$ cat config.mk
export PLATFORM = sky130hd
export DESIGN_NAME = ps2_key_decoder
export DESIGN_NICKNAME = d
export VERILOG_FILES = /design/src/rtl/ps2_key_decoder.sv
export SDC_FILE = /design/constraint.sdc
export NUM_CORES = 1
export LEC_CHECK = 0
export ABC_CLOCK_PERIOD_IN_PS = 4800
export CORE_MARGIN = 10
export CORE_UTILIZATION = 59
export CTS_CLUSTER_DIAMETER = 60
export DETAILED_ROUTE_END_ITERATION = 12
export PLACE_DENSITY = 0.85
export SLEW_MARGIN = 5
export SYNTH_ARGS = -nofsm -noshare
export SYNTH_HDL_FRONTEND = slang
export SYNTH_SLANG_ARGS = --single-unit
$ cat constraint.sdc
create_clock -name clk -period 4.8 [get_ports clk]
set_clock_uncertainty 0.15 [all_clocks]
set_input_delay 0.48 -clock clk [delete_from_list [all_inputs] [get_ports clk]]
set_output_delay 0.48 -clock clk [all_outputs]
set_load 0.005 [all_outputs]
$ cat src/rtl/ps2_key_decoder.sv
// PS/2 Set-2 byte decoder: pops bytes from the keyboard FIFO and resolves E0/F0 prefixes.
// It tracks the shift keys and emits one clean event, with ASCII and a press count, per new key press.
module ps2_key_decoder #(
  parameter int CNT_W = 8
) (
  input  logic             clk,
  input  logic             rst,
  input  logic [7:0]       kbd_data,
  input  logic             kbd_ready,
  input  logic             kbd_overflow,
  output logic             kbd_nextdata_n,
  output logic             key_valid,
  output logic [7:0]       key_code,
  output logic             key_ext,
  output logic [7:0]       key_ascii,
  output logic             key_held,
  output logic             shift,
  output logic [CNT_W-1:0] press_cnt,
  output logic             err,
  output logic             dbg_state
);

  // FIFO handshake: a byte is taken when kbd_ready=1 is seen in IDLE. kbd_nextdata_n is then
  // held low for exactly the following cycle, which is the FIFO's pop strobe.
  typedef enum logic {
    ST_IDLE = 1'b0,
    ST_POP  = 1'b1
  } state_t;

  state_t           state_q, state_d;
  logic [7:0]       byte_q, byte_d;
  logic             nextdata_n_q, nextdata_n_d;
  logic             brk_pend_q, brk_pend_d;
  logic             ext_pend_q, ext_pend_d;
  logic             key_valid_q, key_valid_d;
  logic [7:0]       key_code_q, key_code_d;
  logic             key_ext_q, key_ext_d;
  logic [7:0]       key_ascii_q, key_ascii_d;
  logic             key_held_q, key_held_d;
  logic             shift_q, shift_d;
  logic [CNT_W-1:0] press_cnt_q, press_cnt_d;
  logic             err_q, err_d;

  logic is_shift_code;
  logic is_repeat;

  function automatic logic [7:0] set2_ascii(input logic [7:0] code, input logic upper);
    logic [7:0] a;
    a = 8'h00;
    case (code)
      8'h1C: a = 8'h61; 8'h32: a = 8'h62; 8'h21: a = 8'h63; 8'h23: a = 8'h64;
      8'h24: a = 8'h65; 8'h2B: a = 8'h66; 8'h34: a = 8'h67; 8'h33: a = 8'h68;
      8'h43: a = 8'h69; 8'h3B: a = 8'h6A; 8'h42: a = 8'h6B; 8'h4B: a = 8'h6C;
      8'h3A: a = 8'h6D; 8'h31: a = 8'h6E; 8'h44: a = 8'h6F; 8'h4D: a = 8'h70;
      8'h15: a = 8'h71; 8'h2D: a = 8'h72; 8'h1B: a = 8'h73; 8'h2C: a = 8'h74;
      8'h3C: a = 8'h75; 8'h2A: a = 8'h76; 8'h1D: a = 8'h77; 8'h22: a = 8'h78;
      8'h35: a = 8'h79; 8'h1A: a = 8'h7A;
      8'h45: a = 8'h30; 8'h16: a = 8'h31; 8'h1E: a = 8'h32; 8'h26: a = 8'h33;
      8'h25: a = 8'h34; 8'h2E: a = 8'h35; 8'h36: a = 8'h36; 8'h3D: a = 8'h37;
      8'h3E: a = 8'h38; 8'h46: a = 8'h39;
      8'h29: a = 8'h20; 8'h5A: a = 8'h0D;
      default: a = 8'h00;
    endcase
    // Only letters have an upper-case form; digits ignore shift.
    if (upper && (a >= 8'h61) && (a <= 8'h7A)) a = a - 8'h20;
    return a;
  endfunction

  assign is_shift_code = ((byte_q == 8'h12) || (byte_q == 8'h59)) && !ext_pend_q;
  assign is_repeat     = key_held_q && (byte_q == key_code_q) && (ext_pend_q == key_ext_q);

  always_comb begin
    state_d      = state_q;
    byte_d       = byte_q;
    nextdata_n_d = 1'b1;
    brk_pend_d   = brk_pend_q;
    ext_pend_d   = ext_pend_q;
    key_valid_d  = 1'b0;
    key_code_d   = key_code_q;
    key_ext_d    = key_ext_q;
    key_ascii_d  = key_ascii_q;
    key_held_d   = key_held_q;
    shift_d      = shift_q;
    press_cnt_d  = press_cnt_q;
    err_d        = err_q | kbd_overflow;

    case (state_q)
      ST_IDLE: begin
        if (kbd_ready) begin
          byte_d       = kbd_data;
          nextdata_n_d = 1'b0;
          state_d      = ST_POP;
        end
      end
      ST_POP: begin
        state_d = ST_IDLE;
        if (byte_q == 8'hE0) begin
          ext_pend_d = 1'b1;
        end else if (byte_q == 8'hF0) begin
          brk_pend_d = 1'b1;
        end else if (brk_pend_q) begin
          // Release: a non-held key never disturbs key_held.
          if (is_shift_code) shift_d = 1'b0;
          if ((byte_q == key_code_q) && (ext_pend_q == key_ext_q)) key_held_d = 1'b0;
          brk_pend_d = 1'b0;
          ext_pend_d = 1'b0;
        end else begin
          if (is_shift_code) begin
            shift_d = 1'b1;
          end else if (!is_repeat) begin
            key_valid_d = 1'b1;
            key_code_d  = byte_q;
            key_ext_d   = ext_pend_q;
            key_ascii_d = ext_pend_q ? 8'h00 : set2_ascii(byte_q, shift_q);
            key_held_d  = 1'b1;
            press_cnt_d = press_cnt_q + CNT_W'(1);
          end
          brk_pend_d = 1'b0;
          ext_pend_d = 1'b0;
        end
      end
      default: state_d = ST_IDLE;
    endcase
  end

  always_ff @(posedge clk) begin
    if (rst) begin
      state_q      <= ST_IDLE;
      byte_q       <= 8'h00;
      nextdata_n_q <= 1'b1;
      brk_pend_q   <= 1'b0;
      ext_pend_q   <= 1'b0;
      key_valid_q  <= 1'b0;
      key_code_q   <= 8'h00;
      key_ext_q    <= 1'b0;
      key_ascii_q  <= 8'h00;
      key_held_q   <= 1'b0;
      shift_q      <= 1'b0;
      press_cnt_q  <= '0;
      err_q        <= 1'b0;
    end else begin
      state_q      <= state_d;
      byte_q       <= byte_d;
      nextdata_n_q <= nextdata_n_d;
      brk_pend_q   <= brk_pend_d;
      ext_pend_q   <= ext_pend_d;
      key_valid_q  <= key_valid_d;
      key_code_q   <= key_code_d;
      key_ext_q    <= key_ext_d;
      key_ascii_q  <= key_ascii_d;
      key_held_q   <= key_held_d;
      shift_q      <= shift_d;
      press_cnt_q  <= press_cnt_d;
      err_q        <= err_d;
    end
  end

  assign kbd_nextdata_n = nextdata_n_q;
  assign key_valid      = key_valid_q;
  assign key_code       = key_code_q;
  assign key_ext        = key_ext_q;
  assign key_ascii      = key_ascii_q;
  assign key_held       = key_held_q;
  assign shift          = shift_q;
  assign press_cnt      = press_cnt_q;
  assign err            = err_q;
  assign dbg_state      = state_q;

endmodule

; ---- Yosys cells after proc, flatten, opt, wreduce, memory -nomap -nowiden
; Memories as Yosys holds them, arrays and structs flattened. A register that Yosys moved wholly into a read port is not among the register bits.
; Index checks and enable logic that the tools add are counted.
[totals]
reg_bits = 41
mem_bits_ro = 896
out_inout_bits = 31
memories = 1
[op_classes]
add_sub_neg = 2
order_cmp = 2
n_eq_ne = 10
n_mux = 25
n_bitwise = 7
reduce_logical = 16
[memory_table]
columns = name, words, width, read_ports, rd_ports_with_merged_regs, write_ports, line
row1 = (no name shown), 128, 7, 1, 1, 0, 50  ; case (code)
[op_table]
columns = op, count
row1 = $mux 8, 9
row2 = $eq 8x8->1 const B, 2
row3 = $mux 7, 2
row4 = $mux 1, 13
row5 = $reduce_and 6->1, 2
row6 = $add 8x1->8 const B, 1
row7 = $eq 8x5->1 const B, 1
row8 = $eq 8x7->1 const B, 1
row9 = $eq 8x8->1, 1
row10 = $ge 8x7->1 const B, 1
row11 = $le 8x7->1 const B, 1
row12 = $sub 8x6->8 const B, 1
row13 = $logic_and 1x1->1, 6
row14 = $ne 2x2->1 const B, 3
row15 = $not 1->1, 6
row16 = $reduce_and 2->1, 3
row17 = $reduce_or 6->1, 1
row18 = $reduce_and 4->1, 1
row19 = $ne 2x1->1 const B, 1
row20 = $pmux 1 s2, 1
row21 = $reduce_or 2->1, 1
row22 = $eq 1x1->1, 1
row23 = $logic_not 1->1, 1
row24 = $logic_or 1x1->1, 1
row25 = $or 1x1->1, 1

; ---- Longest topological paths before layout
[logic_depth]
depth_word = 14
ltp_mapped = 11

; ---- Least setup slack after synthesis
; OpenSTA, ideal clock, no wires.
[synth_timing]
path_type = input -> register
from = in kbd_ready
to = reg with a tool-made name
setup_time_ns = 0.106
t_arrival_ns = 2.412
setup_slack_ns = 2.132
cell_stages = 10
path_buffers = 1
path_cell_list = clkbuf_1 > nor4bb_1 > a31o_2 > inv_1 > ha_1 > ha_1 > or3_1 > a21oi_1 > o21ai_0 > o311ai_0
[synth_lines]
columns = item, line
row1 = "start, declared", 9  ; input logic kbd_ready,

==> results by group <==
Die
  • Initial core utilization: roughly 60%
  • # IOs: 43
  • Die H: ~92 um
  • Total core area: between 0.005 and 0.006 mm2
  • Die area: around 0.0085 mm2
  • Std cell rows: 26
  • Die width: between 90 and 100 um

Detailed routing
  • Routed WL per cell: around 17 um
  • DR iter-0 viols: between 150 and 200
  • DR vias: 2930
  • Vias per cell: 6.23
  • DRC viols: 0
  • Final ANT Viol Nets: 0
  • First-pass iteration count of the detailed router: 4
  • Routed wire length: 8110 um

Global routing
  • Antenna violations before repair: 0
  • Grt ovf: 0
  • GRT Overall Usage: 18.6%
  • Vias in the first global route: 2776
  • Largest net degree at the start of global routing: 46
  • First-pass GRT wire length: between 10000 and 15000 um

CTS
  • CTS buffer count: 5
  • Setup bufs post-CTS: 0
  • Resized Gates After CTS: 0
  • Max Root-Sink Buffers: 2
  • Clock tree from TritonCTS: done
  • Clock sink count: 48
  • H-tree depth: 2
  • Post-CTS Hold Fix Bufs: 0
  • Root Buffer: clkbuf_8
  • Clock Latency Late Sink: around 0.30 ns
  • Clock slew at the register clock pins of the worst setup and hold paths: ~0.080 ns

STA
  • Worst setup margin: around 1.7 ns
  • Max-slew violations: 0
  • Total negative slack: 0 ns
  • Final hold vios: 0
  • Slew of the pin with the lowest slew margin: approximately 0.69 ns
  • Setup violations, final: 0
  • Period utilization: 65.1%
  • Slew HR: 54.1%
  • RSZ-0062 raised after global routing: no
  • Crit path time final: ~3.1 ns
  • Maximum clock rate: between 0.3 and 0.4 GHz

Finish
  • Layout Nets: around 420
  • Fill count: about 450
  • Share of layout cells above drive strength 1: a little over an eighth
  • Area Overhead vs Synth: 17.2%
  • N_diodes: 0

Pwr
  • Max VDD drop: around 170 uV
  • Clock Power Share: 38.9%
  • Flop pwr share: 43.1%
  • P_int: about 0.75 mW
  • Part of the power in combinational logic: between 10% and 20%
  • PwrDens: 283 mW/mm2
  • Leakage: approximately 1.3 nW
  • Switch share: 26.1%
  • Switching pwr: 0.265 mW

Worst setup path
  • Critical path depth: 10
  • CP arrival: between 3 and 4 ns
  • Critical Path Source: kbd_ready
  • Cell Chain, Critical Path: clkdlybuf4s50_1 -> nor4bb_1 -> a31o_2 -> inv_1 -> ha_1 -> ha_1 -> or3_1 -> a21oi_1 -> o21ai_0 -> o311ai_0
  • Worst r2r src: dbg_state$_SDFF_PP0_
  • Setup slack, reg-to-reg: roughly 1.8 ns
  • Worst-path cell with the longest stage delay: clkdlybuf4s50_1
  • CP dominant cell by count: ha_1
  • CP delay by family, top: simple AND/OR/NAND/NOR gates
  • R2R depth: 9
  • Critical path startpoint category: primary input
  • CP peak stage delay: between 0.6 and 0.7 ns
  • Crit path max fanout: 14
  • Setup Crit Path Kind: in2reg
  • WP buf/inv: 2
  • CP required: 4.83 ns
  • CP Capture Type: flip-flop

Yosys
  • Post-synthesis sequential area ratio: 31.4%
  • XOR/XNOR Fraction of Synth Area: 3.15%
  • Ys flop type: dfxtp_1
  • Cell variety after synth: 67
  • Avg Inst Size Synth: a little over 8 um2
  • Complex-gate fraction of the synthesized area: between 20% and 30%
  • Synth Area in Adders: under 10%
  • Gate count of the mapped netlist: 370
  • Combinational family with the most area after synthesis: compound AO/OA/AOI/OAI gates
  • Mux share of post-synthesis cell area: approximately 1.3%
  • Number of synthesized flops with an enable pin: 0
  • Yosys warnings: 0
  • Async S/R FF share, synth: 0%
  • Seq cells post-synth: 48
  • Simple-gate portion of the synthesized area: between 20% and 30%
  • Cell area after synthesis: 0.00306 mm2
  • Post-synthesis net count: roughly 390

Placement
  • Post-placement setup slack: between 1 and 1.5 ns
  • Port bufs: 42
  • Final HPWL DP: ~5800 um
  • Routability Congestion: 0.957

Worst hold path
  • Worst Hold End: key_ascii[4]$_SDFFE_PP0P_
  • Hold path startpoint: key_ascii[4]$_SDFFE_PP0P_
  • Hold path cells: 2
  • Worst hold path type: reg2reg

Run status
  • Outcome: finished, final reports clean

Job
  • Maxcap violations: 0
-- layer usage --
metal	share of wire (%)	wire (um)	vias to the layer above	track usage [%]
met5	0	0	-	0
met4	3.1	251	0	7.07
met3	7.3	588	23	4.40
met2	49	3970	135	31.9
met1	41	3300	1368	21.8
li1	-	-	1404	-
-- worst max path at each step --
stage                           end
after floorplan           flip-flop
after global placement    flip-flop
after detailed placement  flip-flop
after CTS                 flip-flop
after global routing      flip-flop
final                     flip-flop
-- cells in the mapped netlist, drive strengths merged (5+ instances only) --
library cell  count  area, um2
a21oi            37        230
buf              18        144
o31ai             7       52.6
nand3            10       50.1
nand2            50        213
nor4bb            6       60.1
inv              21       78.8
xor2              9       78.8
or4               6       45.0
a211oi            5       42.5
dfxtp            48        961
o21ai            19       98.9
nor3             11       60.1
nor2             21       78.8
ha               11        138
a31oi            10       75.1
a21o              6       45.0
clkbuf            7       28.8
-- final cells by class --
| cell class | instances | area (um2) | area share (%) |
|---|---|---|---|
| Timing Repair Buffer | 47 | 453 | 12.6 |
| Inverter | 21 | 78.8 | 2.20 |
| Multi-Input combinational cell | 276 | 1850 | 51.5 |
| Clock inverter | 3 | 90.1 | 2.51 |
| Clock buffer | 5 | 68.8 | 1.92 |
| Tap cell | 70 | 87.6 | 2.44 |
| Sequential cell | 48 | 961 | 26.8 |
-- worst min-delay path, cell delays in order (launching register included) --
cell,delay [ns]
dfxtp_1,0.32
nand2_1,0.05
a21oi_1,0.05
-- cells in the final DEF (no fill, tap or decap), types with 7 or more instances in the layout --
master            n
a21oi_1          25
a21oi_2          12
a31oi_1           8
clkdlybuf4s50_1  41
dfxtp_1          48
ha_1             11
inv_1            18
nand2_1          40
nand2_2          10
nand3_1          10
nor2_1           21
nor3_1           10
o21ai_0          18
o31ai_1           7
xor2_1            9
-- through the flow --
stage | power, mW | utilization, % | cell area (um2) | instances | hold WS (ns)
5_1_grt | 1.05 | 70.7 | 3590 | 470 | 0.328
6_report | 1.02 | 70.7 | 3590 | 470 | 0.306
3_3_place_gp | 0.620 | 67.6 | 3430 | 462 | 0.290
3_5_place_dp | 0.624 | 67.6 | 3430 | 462 | 0.297
2_1_floorplan | 0.574 | - | 3060 | 370 | 0.298
4_1_cts | 1.01 | 70.7 | 3590 | 470 | 0.308
-- logic make-up after synthesis --
group	count (synthesis)
mux	4
simple gates	135
buf+inv	46
xor+xnor	11
compound gates	115
flops	48
fa+ha+maj	11
-- power groups by stage --
stage	Sequential (mW)	Combinational, mW	Clock [mW]
floorplan	0.434	0.140	0
global placement	0.445	0.176	0
detailed placement	0.446	0.178	0
CTS	0.437	0.180	0.397
global route	0.440	0.200	0.412
finish	0.437	0.183	0.395
(Power assumes the default switching activity.)
